File: src/rtl/hpu_task_ctrl.sv
// hpu_task_ctrl: per-HPU task endpoint.
// It accepts one handler task from the cluster scheduler and holds it for the
// core. It tracks execution until the core reports done, then returns a
// completion descriptor to the scheduler.
// Optional build macro: HPU_TASK_CTRL_WATCHDOG_EN adds a Running-state watchdog.

package hpu_task_ctrl_pkg;

    typedef struct packed {
        logic [9:0]  msgid;
        logic [31:0] handler_fun;
        logic [31:0] handler_mem_addr;
        logic [31:0] pkt_addr;
        logic [15:0] pkt_size;
        logic        trigger_feedback;
    } handler_task_t;

    typedef struct packed {
        handler_task_t handler_task;
        logic [31:0]   pkt_ptr;
    } hpu_handler_task_t;

    typedef struct packed {
        logic [9:0]  msgid;
        logic        trigger_feedback;
        logic [31:0] pkt_addr;
        logic [15:0] pkt_size;
        logic [7:0]  status;
    } feedback_descr_t;

    typedef struct packed {
        feedback_descr_t feedback_descr;
        logic [31:0]     pkt_ptr;
    } task_feedback_descr_t;

endpackage

module hpu_task_ctrl
    import hpu_task_ctrl_pkg::*;
#(
    parameter int HPU_ID         = 0,
    parameter int STAT_CNT_WIDTH = 32,
    parameter int TIMEOUT_CYCLES = 4096
) (
    input  logic                      clk_i,
    input  logic                      rst_ni,
    input  logic                      task_valid_i,
    output logic                      task_ready_o,
    input  hpu_handler_task_t         task_i,
    output logic                      core_task_valid_o,
    output hpu_handler_task_t         core_task_o,
    input  logic                      core_pick_i,
    input  logic                      core_done_i,
    output logic                      feedback_valid_o,
    input  logic                      feedback_ready_i,
    output task_feedback_descr_t      feedback_o,
    output logic                      active_o,
    output logic [STAT_CNT_WIDTH-1:0] completed_cnt_o,
    output logic [STAT_CNT_WIDTH-1:0] last_runtime_o,
    output logic                      timeout_o
);

    localparam logic [STAT_CNT_WIDTH-1:0] CNT_ONE = {{(STAT_CNT_WIDTH-1){1'b0}}, 1'b1};

    typedef enum logic [1:0] {
        ST_IDLE     = 2'd0,
        ST_LOADED   = 2'd1,
        ST_RUNNING  = 2'd2,
        ST_FEEDBACK = 2'd3
    } state_e;

    state_e                     r_state;
    hpu_handler_task_t          r_task;
    task_feedback_descr_t       r_feedback;
    logic                       r_core_task_valid;
    logic                       r_feedback_valid;
    logic                       r_active;
    logic                       r_timeout;
    logic [STAT_CNT_WIDTH-1:0]  r_completed_cnt;
    logic [STAT_CNT_WIDTH-1:0]  r_runtime;
    logic [STAT_CNT_WIDTH-1:0]  r_last_runtime;

    logic [STAT_CNT_WIDTH-1:0]  w_runtime_inc;
    logic [STAT_CNT_WIDTH-1:0]  w_completed_inc;
    logic                       w_timeout;
    logic                       w_end_run;
    task_feedback_descr_t       w_feedback;
    // HPU_ID is a tag for the stats consumer only; it shapes no logic here.
    logic [31:0]                w_unused_params;

    assign w_unused_params = 32'(HPU_ID) ^ 32'(TIMEOUT_CYCLES);

    // Both statistics counters stick at all-ones instead of wrapping.
    assign w_runtime_inc   = (&r_runtime)       ? r_runtime       : r_runtime + CNT_ONE;
    assign w_completed_inc = (&r_completed_cnt) ? r_completed_cnt : r_completed_cnt + CNT_ONE;

`ifdef HPU_TASK_CTRL_WATCHDOG_EN
    localparam logic [STAT_CNT_WIDTH-1:0] TIMEOUT_LIM = STAT_CNT_WIDTH'(TIMEOUT_CYCLES);
    // A real done that lands on the limit cycle wins; no timeout is flagged.
    assign w_timeout = (r_state == ST_RUNNING) && !core_done_i && (w_runtime_inc == TIMEOUT_LIM);
`else
    assign w_timeout = 1'b0;
`endif

    assign w_end_run = (r_state == ST_RUNNING) && (core_done_i || w_timeout);

    // Build the completion descriptor from the latched task; unmatched fields stay 0.
    always_comb begin
        w_feedback                                 = '0;
        w_feedback.feedback_descr.msgid            = r_task.handler_task.msgid;
        w_feedback.feedback_descr.trigger_feedback = r_task.handler_task.trigger_feedback;
        w_feedback.feedback_descr.pkt_addr         = r_task.handler_task.pkt_addr;
        w_feedback.feedback_descr.pkt_size         = r_task.handler_task.pkt_size;
        w_feedback.pkt_ptr                         = r_task.pkt_ptr;
    end

    // Task lifecycle FSM with registered outputs and statistics.
    always_ff @(posedge clk_i or negedge rst_ni) begin
        if (!rst_ni) begin
            r_state           <= ST_IDLE;
            r_task            <= '0;
            r_feedback        <= '0;
            r_core_task_valid <= 1'b0;
            r_feedback_valid  <= 1'b0;
            r_active          <= 1'b0;
            r_timeout         <= 1'b0;
            r_completed_cnt   <= '0;
            r_runtime         <= '0;
            r_last_runtime    <= '0;
        end else begin
            r_timeout <= 1'b0;
            case (r_state)
                ST_IDLE: begin
                    if (task_valid_i) begin
                        r_task            <= task_i;
                        r_core_task_valid <= 1'b1;
                        r_active          <= 1'b1;
                        r_state           <= ST_LOADED;
                    end
                end
                ST_LOADED: begin
                    // A done arriving together with the pick is deliberately dropped.
                    if (core_pick_i) begin
                        r_core_task_valid <= 1'b0;
                        r_runtime         <= '0;
                        r_state           <= ST_RUNNING;
                    end
                end
                ST_RUNNING: begin
                    r_runtime <= w_runtime_inc;
                    if (w_end_run) begin
                        r_last_runtime   <= w_runtime_inc;
                        r_feedback       <= w_feedback;
                        r_feedback_valid <= 1'b1;
                        r_timeout        <= w_timeout;
                        r_state          <= ST_FEEDBACK;
                    end
                end
                ST_FEEDBACK: begin
                    // Feedback is held until the scheduler takes it.
                    if (feedback_ready_i) begin
                        r_feedback_valid <= 1'b0;
                        r_active         <= 1'b0;
                        r_completed_cnt  <= w_completed_inc;
                        r_state          <= ST_IDLE;
                    end
                end
                default: r_state <= ST_IDLE;
            endcase
        end
    end

    assign task_ready_o      = (r_state == ST_IDLE);
    assign core_task_valid_o = r_core_task_valid;
    assign core_task_o       = r_task;
    assign feedback_valid_o  = r_feedback_valid;
    assign feedback_o        = r_feedback;
    assign active_o          = r_active;
    assign completed_cnt_o   = r_completed_cnt;
    assign last_runtime_o    = r_last_runtime;
    assign timeout_o         = r_timeout;

endmodule

File: config.mk
export PLATFORM = sky130hd
export DESIGN_NAME = hpu_task_ctrl
export DESIGN_NICKNAME = d
export VERILOG_FILES = /design/src/rtl/hpu_task_ctrl.sv
export SDC_FILE = /design/constraint.sdc
export NUM_CORES = 1
export LEC_CHECK = 0
export ABC_AREA = 1
export CORE_AREA = 2 2 187 189
export CTS_CLUSTER_DIAMETER = 120
export CTS_CLUSTER_SIZE = 20
export DETAILED_ROUTE_END_ITERATION = 12
export DIE_AREA = 0 0 189 191
export HOLD_SLACK_MARGIN = 0.06
export PLACE_DENSITY_LB_ADDON = 0.05
export SYNTH_ARGS = -nofsm -noshare
export SYNTH_HDL_FRONTEND = slang
export SYNTH_SLANG_ARGS = --single-unit
File: constraint.sdc
create_clock -name clk_i -period 2.55 [get_ports clk_i]
set_input_delay 0.255 -clock clk_i [delete_from_list [all_inputs] [get_ports clk_i]]
set_output_delay 0.255 -clock clk_i [all_outputs]
set_load 0.02 [all_outputs]
==> results.ini <==
[outcome]
run_status = finished clean

[synthesis]
synthTopCellsByCount = nand2_1, dfrtp_1, nor2_1
yosysUniqueCellTypes = 33
syn_avg_cell_area_um2 = 8.85
syn_inst = 1697
synth_area_leaders = dfrtp_1, nand2_1, mux2_2
ys_seq_area_frac = 0.578
ys_warn_count = 0
yosysTopAreaCellShare = 0.578
async_flop_share = 1.00
synth_top_area_cell = dfrtp_1
ys_seq_elements = 347
synthFlopType = dfrtp_1
synth_edf_count = 0
syn-cell-area_um2 = 15000
synth_most_common_cell = nand2_1

[placement]
hpwl_um = 35800
gp_congestion = 0.898
port_buffers = 474

[global_route]
grt_pass1_wl_um = 72500
grt_usage = 0.260
gr-total-overflow = 0
grt_pass1_vias = 12642
antenna_found_initial = 12
grt_max_degree = 159

[clocking]
clock_path_buffers = 3
cts_buffers = 21
cts.sinks = 347
hold_buffers = 1
ctsResizeCount = 0
clk_latency_ps = 540
cts_max_level = 1
cts_root_buffer = clkbuf_16
cts_tree = done
clk_pin_slew_ps = 80
cts_setup_buffers = 0

[sta]
max_clock_freq_mhz = 449
skew_ps = 24.6
tns_ps = 0
fin_crit_ps = 2230
rsz0062_at_grt = no
tightest_slew_ps = 678
timing.final.crit_share = 0.873
setup_viol = 0
hold_viol_final = 0
slew_headroom = 0.547
timing.final.max_slew_violations = 0

[power]
power_leakage_nw = 9.61
total_power_mw = 24.1
power_density_nw_per_um2 = 1160
vdd_drop_max_v = 0.000837

[route]
drt_wl_total_um = 47800
dr.pass1.iters = 5
drt-initial-drc-count = 660
route.top_layer_used = met4
m1WireLength_um = 18600
avgRoutedWirePerCell_um = 18.3
wl_met2_um = 23900
num_vias = 12659
postRouteAntennaNets = 0
drcViolationCount = 0
via_per_inst = 4.84
wl_met3_um = 3240

[setup_path]
crit_slowest_cell = nand2_2
crit_buf_inv = 0
cp_common_cell = nand2_2
start_kind = register
cp.required_ps = 3020
arrival_ps = 2700
critPathKind = register to register
crit_path_end_kind = register
cp_max_fo = 31
rr_startpoint = r_runtime[0]
cp_top_family = simple AND/OR/NAND/NOR gates
crit_start = r_runtime[0]
path_cells = ha_1 > nand2_2 > nor2_4 > nand2_2 > nor2_4 > nand2_2 > o21ai_1 > nand2_1 > nand2_1
cpPeakStageDelay_ps = 430

[cells_and_area]
layout-drive-gt1-share = 0.0652
nets = 2315
synthToLayoutAreaGrowth_pct = 38.6
fillers = 3021

[die]
design.die.area_um2 = 36100
io_pins = 484
chipHeight_um = 191
num_rows = 68
start_util = 0.440
die_x_um = 189
core_um2 = 34100

[job]
cap_violations = 0

[min_path]
hold_class = input port to async pin

## registers in the layout (all words and copies together) (netlist names)
| register | flops |
|---|---|
| core_task_o | 155 |
| feedback_o | 91 |
| completed_cnt_o | 32 |
| last_runtime_o | 32 |
| r_runtime | 32 |
| r_state | 2 |
| active_o | 1 |
| core_task_valid_o | 1 |
| feedback_valid_o | 1 |
## placed cells by master, fill, tap and decap left out, types with 9 or more instances in the layout
cell type	n
diode_2	12
nand3b_1	15
o21ai_0	106
inv_1	138
conb_1	9
nand2_1	570
buf_4	13
nand3_1	46
xor2_1	9
clkbuf_16	21
mux2_2	74
clkdlybuf4s50_1	473
a21oi_1	84
nor2_1	186
dfrtp_1	347
## worst reg2reg max path, delay by kind of cell, from the launching register on
family | cells | cell delay [ps]
simple gates | 7 | 1180
flops | 1 | 420
compound gates | 1 | 300
fa+ha+maj | 1 | 270
## where the power goes
group / internal [mW] / switching [mW]
clock: 1.49 / 1.82
sequential: 7.65 / 1.24
combinational: 5.24 / 6.60
total: 14.4 / 9.67
## path summary, 6_finish.rpt
path | slack (ps) | to | cells after the start
max | 320 | last_runtime_o[2] | 9
min | 260 | last_runtime_o[12] | 2
max reg2reg | 320 | last_runtime_o[2] | 9
min reg2reg | 480 | last_runtime_o[5] | 2
max in group asynchronous | 1400 | core_task_o[131] | 3
min in group clk_i | 290 | core_task_o[19] | 3
## area by class of cell
| type | instances | area, um2 | area share |
|---|---|---|---|
| Sequential cell | 347 | 8680 | 0.417 |
| Multi-Input combinational cell | 1141 | 5440 | 0.261 |
| Timing Repair Buffer | 495 | 5000 | 0.240 |
| Tap cell | 455 | 569 | 0.0274 |
| Inverter | 142 | 533 | 0.0256 |
| Clock buffer | 21 | 526 | 0.0253 |
| Antenna cell | 12 | 30.0 | 0.00144 |
| Clock inverter | 2 | 25.0 | 0.00120 |
## logic make-up (layout without fill, tap and decap cells)
kind of cell    count (synthesis)  after routing  synth area share
other cells                     1             21          0.000250
fa+ha+maj                       6              6           0.00500
compound gates                199            199            0.0669
xor+xnor                       16             16           0.00933
flops                         347            347             0.578
buf+inv                       217            660            0.0626
mux                            74             74            0.0555
simple gates                  837            837             0.222
## per-layer routing
metal / up-vias / GRT usage
met5: - / 0
met4: 0 / 0.111
met3: 84 / 0.0714
met2: 326 / 0.447
met1: 6073 / 0.306
li1: 6176 / -
## per-stage QoR
| step | setup slack, ps | utilization | hold WS (ps) | area, um2 | std cells |
|---|---|---|---|---|---|
| finish | 324 | 0.610 | 264 | 20800 | 2615 |
| global route | 109 | 0.610 | 277 | 20800 | 2615 |
| CTS | 318 | 0.609 | 261 | 20800 | 2603 |
| detailed placement | 337 | 0.592 | 262 | 20200 | 2579 |
| global placement | 365 | 0.592 | 260 | 20200 | 2579 |
| floorplan | 734 | - | -40.6 | 15000 | 1705 |
Note: power is estimated with default switching activity, not from simulation.
